==> config.mk <==
export PLATFORM = sky130hd
export DESIGN_NAME = demux_sel_sequencer
export DESIGN_NICKNAME = d
export VERILOG_FILES = /design/src/rtl/demux_sel_sequencer.sv
export SDC_FILE = /design/constraint.sdc
export NUM_CORES = 1
export LEC_CHECK = 0
export ABC_AREA = 1
export CAP_MARGIN = 25
export CORE_UTILIZATION = 52
export CTS_BUF_LIST = sky130_fd_sc_hd__clkbuf_16
export DETAILED_ROUTE_END_ITERATION = 7
export PLACE_DENSITY = 0.91
export SYNTH_ARGS = -nofsm -noshare
export SYNTH_HDL_FRONTEND = slang
export SYNTH_SLANG_ARGS = --single-unit
==> constraint.sdc <==
create_clock -name clk -period 2 [get_ports clk]
set_input_delay 0.5 -clock clk [delete_from_list [all_inputs] [get_ports clk]]
set_output_delay 0.5 -clock clk [all_outputs]
set_load 0.01 [all_outputs]
==> src/rtl/demux_sel_sequencer.sv <==
// Feeds a 1x8 demux: latches a data word and channel mask, then walks the enabled
// channels in ascending order, presenting data[ch] with sel=ch for HOLD cycles each.
module demux_sel_sequencer #(
  parameter int unsigned HOLD = 1
) (
  input  logic       clk,
  input  logic       rst_n,
  input  logic [7:0] data_in,
  input  logic [7:0] mask_in,
  input  logic       load_valid,
  output logic       load_ready,
  output logic       in,
  output logic [2:0] sel,
  output logic       out_valid,
  output logic       busy,
  output logic       done,
  output logic [7:0] frame_cnt
);

  typedef enum logic [1:0] {StIdle, StScan, StDone} state_e;

  localparam logic [3:0] HoldLast = 4'(HOLD - 1);

  state_e     r_state;
  logic [7:0] r_data;
  logic [7:0] r_mask;
  logic [3:0] r_hold;
  logic [2:0] r_sel;
  logic       r_in;
  logic       r_out_valid;
  logic       r_busy;
  logic       r_done;
  logic [7:0] r_frame_cnt;

  logic [2:0] w_first_sel;
  logic [2:0] w_next_sel;
  logic       w_has_next;

  // Lowest set bit of the incoming mask; descending loop lets lower bits win.
  always_comb begin
    w_first_sel = 3'd0;
    for (int i = 7; i >= 0; i--) begin
      if (mask_in[i]) w_first_sel = 3'(i);
    end
  end

  // Lowest set mask bit strictly above the current channel; none exists past channel 7.
  always_comb begin
    w_next_sel = 3'd0;
    w_has_next = 1'b0;
    for (int i = 7; i >= 0; i--) begin
      if (r_mask[i] && (3'(i) > r_sel)) begin
        w_next_sel = 3'(i);
        w_has_next = 1'b1;
      end
    end
  end

  always_ff @(posedge clk) begin
    if (!rst_n) begin
      r_state     <= StIdle;
      r_data      <= 8'd0;
      r_mask      <= 8'd0;
      r_hold      <= 4'd0;
      r_sel       <= 3'd0;
      r_in        <= 1'b0;
      r_out_valid <= 1'b0;
      r_busy      <= 1'b0;
      r_done      <= 1'b0;
      r_frame_cnt <= 8'd0;
    end else begin
      unique case (r_state)
        StIdle: begin
          if (load_valid) begin
            r_data <= data_in;
            r_mask <= mask_in;
            r_hold <= 4'd0;
            r_busy <= 1'b1;
            if (mask_in != 8'd0) begin
              r_state     <= StScan;
              r_sel       <= w_first_sel;
              r_in        <= data_in[w_first_sel];
              r_out_valid <= 1'b1;
            end else begin
              r_state     <= StDone;
              r_done      <= 1'b1;
              r_frame_cnt <= r_frame_cnt + 8'd1;
            end
          end
        end
        StScan: begin
          if (r_hold == HoldLast) begin
            r_hold <= 4'd0;
            if (w_has_next) begin
              r_sel <= w_next_sel;
              r_in  <= r_data[w_next_sel];
            end else begin
              r_state     <= StDone;
              r_sel       <= 3'd0;
              r_in        <= 1'b0;
              r_out_valid <= 1'b0;
              r_done      <= 1'b1;
              r_frame_cnt <= r_frame_cnt + 8'd1;
            end
          end else begin
            r_hold <= r_hold + 4'd1;
          end
        end
        StDone: begin
          r_state <= StIdle;
          r_done  <= 1'b0;
          r_busy  <= 1'b0;
        end
        default: r_state <= StIdle;
      endcase
    end
  end

  assign load_ready = (r_state == StIdle);
  assign in         = r_in;
  assign sel        = r_sel;
  assign out_valid  = r_out_valid;
  assign busy       = r_busy;
  assign done       = r_done;
  assign frame_cnt  = r_frame_cnt;

endmodule

==> results.yml, run 1 <==
outcome:
  outcome: "finished clean"
timing:
  setup_viol: 0
  finalCriticalPeriod_ps: 1960
  slew_violations: 0
  max_slew.worst_pin.slew_ps: 372
  hold_ws_ps: 476
  finalCritPeriodShare_pct: 98.2
  fin_worst_skew_ps: 3.43
  hold_viol: 0
  finalSetupTns_ps: 0
  max_freq_ghz: 0.509
  relSlewSlack_pct: 75.0
detailed_routing:
  drc: 0
  routed_via_density: 5.44
  drt_iter0_drc: 170
  vias: 2077
  drtAntennaViolNets: 0
  firstDrtPassIters: 5
  wl_per_cell_um: 13.5
  routed_wl_um: 5170
grt:
  track_usage_pct: 26.6
  grt.overflow.total: 0
  grt_max_degree: 29
  antenna_found_initial: 0
  first_global_vias: 1950
  grt_pass1_wl_um: 8270
logic_synthesis:
  ys.warnings.count: 0
  synthCells: 280
  synth_fp_nets: 302
  synth_area_um2: 1910
  syn_avg_cell_area_um2: 6.82
  seq_area_frac_synth_pct: 37.7
  synth-seq-cells: 36
  yosysUniqueCellTypes: 34
critical_path:
  reg2reg_slack_ps: 200
  worstReg2RegEnd: "frame_cnt[4]$_SDFFE_PN0P_"
  critPathKind: "primary input to register"
  crit_end: "frame_cnt[4]$_SDFFE_PN0P_"
  cp_data_required_time_ps: 2170
  crit_arrival_ps: 2140
  r2r-start: "sel[2]$_SDFFE_PN0P_"
  cp-startpoint: "mask_in[2]"
  start_kind: "primary input"
  worst-path-max-fanout: 4
  reg2regPathDepth: 11
  crit_path_end_kind: "register"
power:
  p_switching_mw: 1.27
  p_leak_nw: 1.25
  powerDensity_nw_per_um2: 1260
  irDropWorstVdd_v: 0.000761
  pwr-share-seq_pct: 31.2
  cellInternalPower_mw: 2.07
  power.share.clock_pct: 26.2
  p_comb_share_pct: 42.5
  p_total_mw: 3.34
  swShare_pct: 38.1
layout:
  design_area_um2: 2650
  final_cell_mix: "nand2_1, inv_1, dfxtp_1, clkdlybuf4s50_1, a21oi_1"
  layout_commonest_cell: "nand2_1"
  syn_to_final_growth_pct: 38.7
  nets: 357
  diodes: 0
  drive_gt1_share_pct: 16.1
clock_tree:
  cts_sinks: 36
  clock_path_buffers: 2
  clkTransAtPathRegs_ps: 50
  clk_latency_ps: 280
  htree_num_levels: 2
  cts_made_buffers: 5
  cts_root_buffer: "clkbuf_16"
  hold_buffers: 0
  cts_tree: "done"
floorplanning:
  io_pins: 35
  die_w_um: 62.6
  core-area_um2: 3420
  start_util_pct: 55.9
  die_h_um: 62.6
  core.rowCount: 21
  die_area_um2: 3920
placement:
  io_buffers: 34
  gp_congestion: 0.966
  dpl.hpwl_um: 3430
  postPlaceCellArea_um2: 2430
hold_path:
  hp-class: "register to register"
  holdPathStages: 2
flow_run:
  maxCapViolCount: 0
metal layers:
layer  vias up  GRT usage (%)  share of wire, %
met5         -              0                 0
met2        98           44.6                50
met3        24           7.48               6.8
li1       1017              -                 -
met1       938           30.6                41
met4         0           13.7               2.0
worst max-delay path, stage by stage:
cell and delay [ps]:
clkdlybuf4s50_1 480, nor3_2 240, nand2_1 100, nand2_2 70, inv_1 50, nor2_2 140, nand2_4 100, nor3_4 200
nand2_2 80, o21ai_2 130, a21oi_1 40
power by group through the flow:
| stage | logic, mW | clock network (mW) | registers (mW) |
|---|---|---|---|
| after floorplan | 0.818 | 0 | 1.05 |
| after global placement | 1.32 | 0 | 1.04 |
| after detailed placement | 1.35 | 0 | 1.05 |
| after CTS | 1.38 | 0.883 | 1.04 |
| after global routing | 1.57 | 0.930 | 1.07 |
| final | 1.42 | 0.878 | 1.04 |
cells in the mapped netlist:
cell / number / share of area, %
o31ai_1: 1 / 0.39
nor3b_1: 1 / 0.39
nand2_2: 2 / 0.65
o211a_1: 1 / 0.52
nand2_4: 1 / 0.59
a21oi_2: 2 / 0.92
ha_1: 3 / 2.0
nor3_1: 2 / 0.52
a21o_1: 1 / 0.39
o21ai_2: 1 / 0.46
nor3_4: 1 / 0.85
inv_1: 48 / 9.4
nor2_4: 2 / 1.2
nand3_1: 25 / 6.5
inv_2: 2 / 0.39
nand2_1: 55 / 11
nor4_1: 2 / 0.65
clkbuf_1: 6 / 1.2
o221ai_1: 1 / 0.46
o21ai_1: 3 / 0.79
nor3_2: 1 / 0.52
o21a_1: 1 / 0.39
clkinv_1: 1 / 0.20
dfxtp_1: 36 / 38
o21ai_0: 25 / 6.5
a21oi_1: 28 / 7.3
nor2_2: 4 / 1.3
or2_4: 1 / 0.46
nor2_1: 14 / 2.8
xor2_1: 1 / 0.46
nand4_2: 1 / 0.65
nand3b_1: 3 / 1.2
a211oi_1: 1 / 0.39
a31oi_1: 3 / 0.98
cell families (layout without fill, tap and decap cells):
group	Yosys count	in the layout	share of synthesized area, %
buffers and inverters	57	113	11.2
DFF	36	36	37.7
adders and majority gates	3	3	1.96
and+or+nand+nor	115	115	29.1
AOI/OAI and AO/OA	68	68	19.6
xor gates and xnor gates	1	1	0.458
worst min-delay path by stage:
stage / endpoint / from / slack [ps]
after floorplan: r_hold[3]$_SDFFE_PN0P_ / r_hold[3]$_SDFFE_PN0P_ / 440
after global placement: r_hold[3]$_SDFFE_PN0P_ / r_hold[3]$_SDFFE_PN0P_ / 450
after detailed placement: r_hold[3]$_SDFFE_PN0P_ / r_hold[3]$_SDFFE_PN0P_ / 470
after CTS: r_hold[3]$_SDFFE_PN0P_ / r_hold[3]$_SDFFE_PN0P_ / 480
after global routing: busy$_SDFFE_PN0P_ / busy$_SDFFE_PN0P_ / 500
final: r_hold[3]$_SDFFE_PN0P_ / r_hold[3]$_SDFFE_PN0P_ / 480
stage by stage:
step / util, % / worst slack, ps / cells
global placement: 71.1 / -196 / 373
detailed placement: 71.1 / -282 / 373
global route: 77.6 / -63.2 / 382
floorplan: - / 259 / 280
finish: 77.6 / 36.9 / 382
CTS: 76.0 / 15.5 / 381
state kept, by name, indices dropped and copies added, names as in the netlist:
name	cells
in	1
busy	1
r_mask	7
r_hold	4
r_state	2
done	1
out_valid	1
r_data	8
sel	3
frame_cnt	8
cell type report:
class                           count  area (µm²)
Sequential cell                    36         721
Fill cell                         239         766
Clock inverter                      3        42.5
Timing Repair Buffer               54         500
Inverter                           51         191
Multi-Input combinational cell    187        1010
Clock buffer                        5         125
Tap cell                           46        57.6
timing repair:
action	in CTS	in global routing
buffers inserted	0	1
endpoints found under the setup margin	0	7
gates resized for setup	0	14
(Power assumes the default switching activity.)
==> run 2, diff against run 1 <==
CORE_UTILIZATION = 55   (was 52)
PLACE_DENSITY = 0.95   (was 0.91)
clock period = 2.32 ns   (was 2 ns; I/O delays follow)
==> run 2 against run 1 <==
Net effect:
- combinational power fell by 18%
- count of clock-buffer cells in the layout did not move
- core utilization fell by 0.38 points
- critical path type unchanged
- setup slack improved by 94 ps
- via count fell by 1.9%
- highest routed layer unchanged
- power fell by 9.0%
==> results.yml, run 2 (synthesis results as in run 1) <==
grt:
  first_global_vias: 1776
  antenna_found_initial: 0
  grt_pass1_wl_um: 7800
  grt_max_degree: 28
  grt_use_met3_pct: 7.04
  grt_util_met2_pct: 52.1
  use_met1_pct: 33.2
  grt.overflow.total: 0
  track_usage_pct: 29.0
  grt-busiest-layer: "met2"
critical_path:
  cp_data_required_time_ps: 2490
  worst-path-max-fanout: 4
  start_kind: "primary input"
  crit_end: "frame_cnt[4]$_SDFFE_PN0P_"
  critPathKind: "primary input to register"
  reg2regPathDepth: 13
  crit_arrival_ps: 2360
  reg2reg_slack_ps: 370
  cp-startpoint: "mask_in[6]"
  r2r-start: "r_hold[0]$_SDFFE_PN0P_"
  worstReg2RegEnd: "frame_cnt[4]$_SDFFE_PN0P_"
  crit_path_end_kind: "register"
layout:
  final_cell_mix: "nand2_1, inv_1, dfxtp_1, clkdlybuf4s50_1, a21oi_1"
  nets: 347
  fillerInstances: 246
  final_util_pct: 77.2
  layout_commonest_cell: "nand2_1"
  syn_to_final_growth_pct: 34.8
  drive_gt1_share_pct: 11.0
  design_area_um2: 2580
  multi_input_area_um2: 976
  seqCellArea_um2: 721
  diodes: 0
floorplanning:
  die_w_um: 60.9
  core-area_um2: 3340
  core.rowCount: 21
  io_pins: 35
  die_area_um2: 3710
  start_util_pct: 57.3
  die_h_um: 60.9
placement:
  postPlaceCellArea_um2: 2360
  io_buffers: 34
  dpl.hpwl_um: 3380
  gp_congestion: 0.925
  pre_cts_slack_ps: -75.2
detailed_routing:
  routed_via_density: 5.48
  wl_per_cell_um: 12.8
  routed_wl_um: 4760
  drt_iter0_drc: 159
  firstDrtPassIters: 5
  drtAntennaViolNets: 0
  drc: 0
  vias: 2038
timing:
  max_slew.worst_pin.slew_ps: 347
  slew_violations: 0
  finalSetupTns_ps: 0
  hold_viol: 0
  finalCritPeriodShare_pct: 94.3
  finalCriticalPeriod_ps: 2190
  fin_worst_skew_ps: 4.61
  rsz0062_at_grt: "false"
  max_freq_ghz: 0.457
  relSlewSlack_pct: 76.7
  finalWorstSetupSlack_ps: 131
  setup_viol: 0
clock_tree:
  cts_setup_buffers: 0
  clkTransAtPathRegs_ps: 60
  htree_num_levels: 2
  cts_tree: "done"
  clock_path_buffers: 2
  hold_buffers: 0
  cts_sinks: 36
  cts_made_buffers: 5
  cts_root_buffer: "clkbuf_16"
  ctsResizeCount: 0
  clk_latency_ps: 280
hold_path:
  hp-class: "register to register"
flow_run:
  maxCapViolCount: 0
power:
  p_total_mw: 3.04
  powerDensity_nw_per_um2: 1180
  p_leak_nw: 1.17
  irDropWorstVdd_v: 0.000758
outcome:
  outcome: "finished clean"
run 2: cell types whose count changed in the layout (fill, tap and decap cells not counted), sizes merged:
cell,previous run,this run
dlymetal6s2s,4,0
clkinvlp,1,0
buf,20,10
bufinv,1,3
clkinv,2,1
clkdlybuf4s50,30,34
run 2: how the worst min path moves through the flow:
stage | endpoint | depth (start not counted) | start
after floorplan | r_hold[3]$_SDFFE_PN0P_ | 2 | r_hold[3]$_SDFFE_PN0P_
after global placement | r_hold[3]$_SDFFE_PN0P_ | 2 | r_hold[3]$_SDFFE_PN0P_
after detailed placement | busy$_SDFFE_PN0P_ | 2 | busy$_SDFFE_PN0P_
after CTS | busy$_SDFFE_PN0P_ | 2 | busy$_SDFFE_PN0P_
after global routing | r_hold[3]$_SDFFE_PN0P_ | 2 | r_hold[3]$_SDFFE_PN0P_
final | busy$_SDFFE_PN0P_ | 2 | busy$_SDFFE_PN0P_
run 2: where the power goes:
part,switching [mW],internal (mW),leakage (nW)
sequential,0.123,0.773,0.296
clock,0.254,0.724,0.104
combinational,0.688,0.481,0.769
run 2: worst max-delay path: stages:
cell             delay [ps]
clkdlybuf4s50_1         440
or2_4                   280
nor3_4                  120
nand2_1                  80
nand2_2                  70
inv_1                    50
nor2_2                  140
nand2_4                  90
nor3_2                  190
nand2_1                 100
o21ai_1                 150
a21oi_1                  60
run 2: cell type report:
type,count,share of cell area [%]
clock buffers,5,4.86
clock inverters,3,3.50
inverters,51,7.43
multi-input cells,187,37.9
flip-flops and latches,36,28.0
well taps,46,2.23
repair buffers,44,16.1
run 2: metal layers:
| layer | share of wire (%) | vias up |
|---|---|---|
| met2 | 52 | 82 |
| met5 | 0 | - |
| met3 | 6.1 | 14 |
| met1 | 40 | 940 |
| met4 | 1.9 | 0 |
| li1 | - | 1002 |
run 2: per-stage QoR:
stage	hold WS, ps	instances
floorplan	445	280
global placement	454	364
detailed placement	472	364
CTS	481	372
global route	505	372
finish	480	372
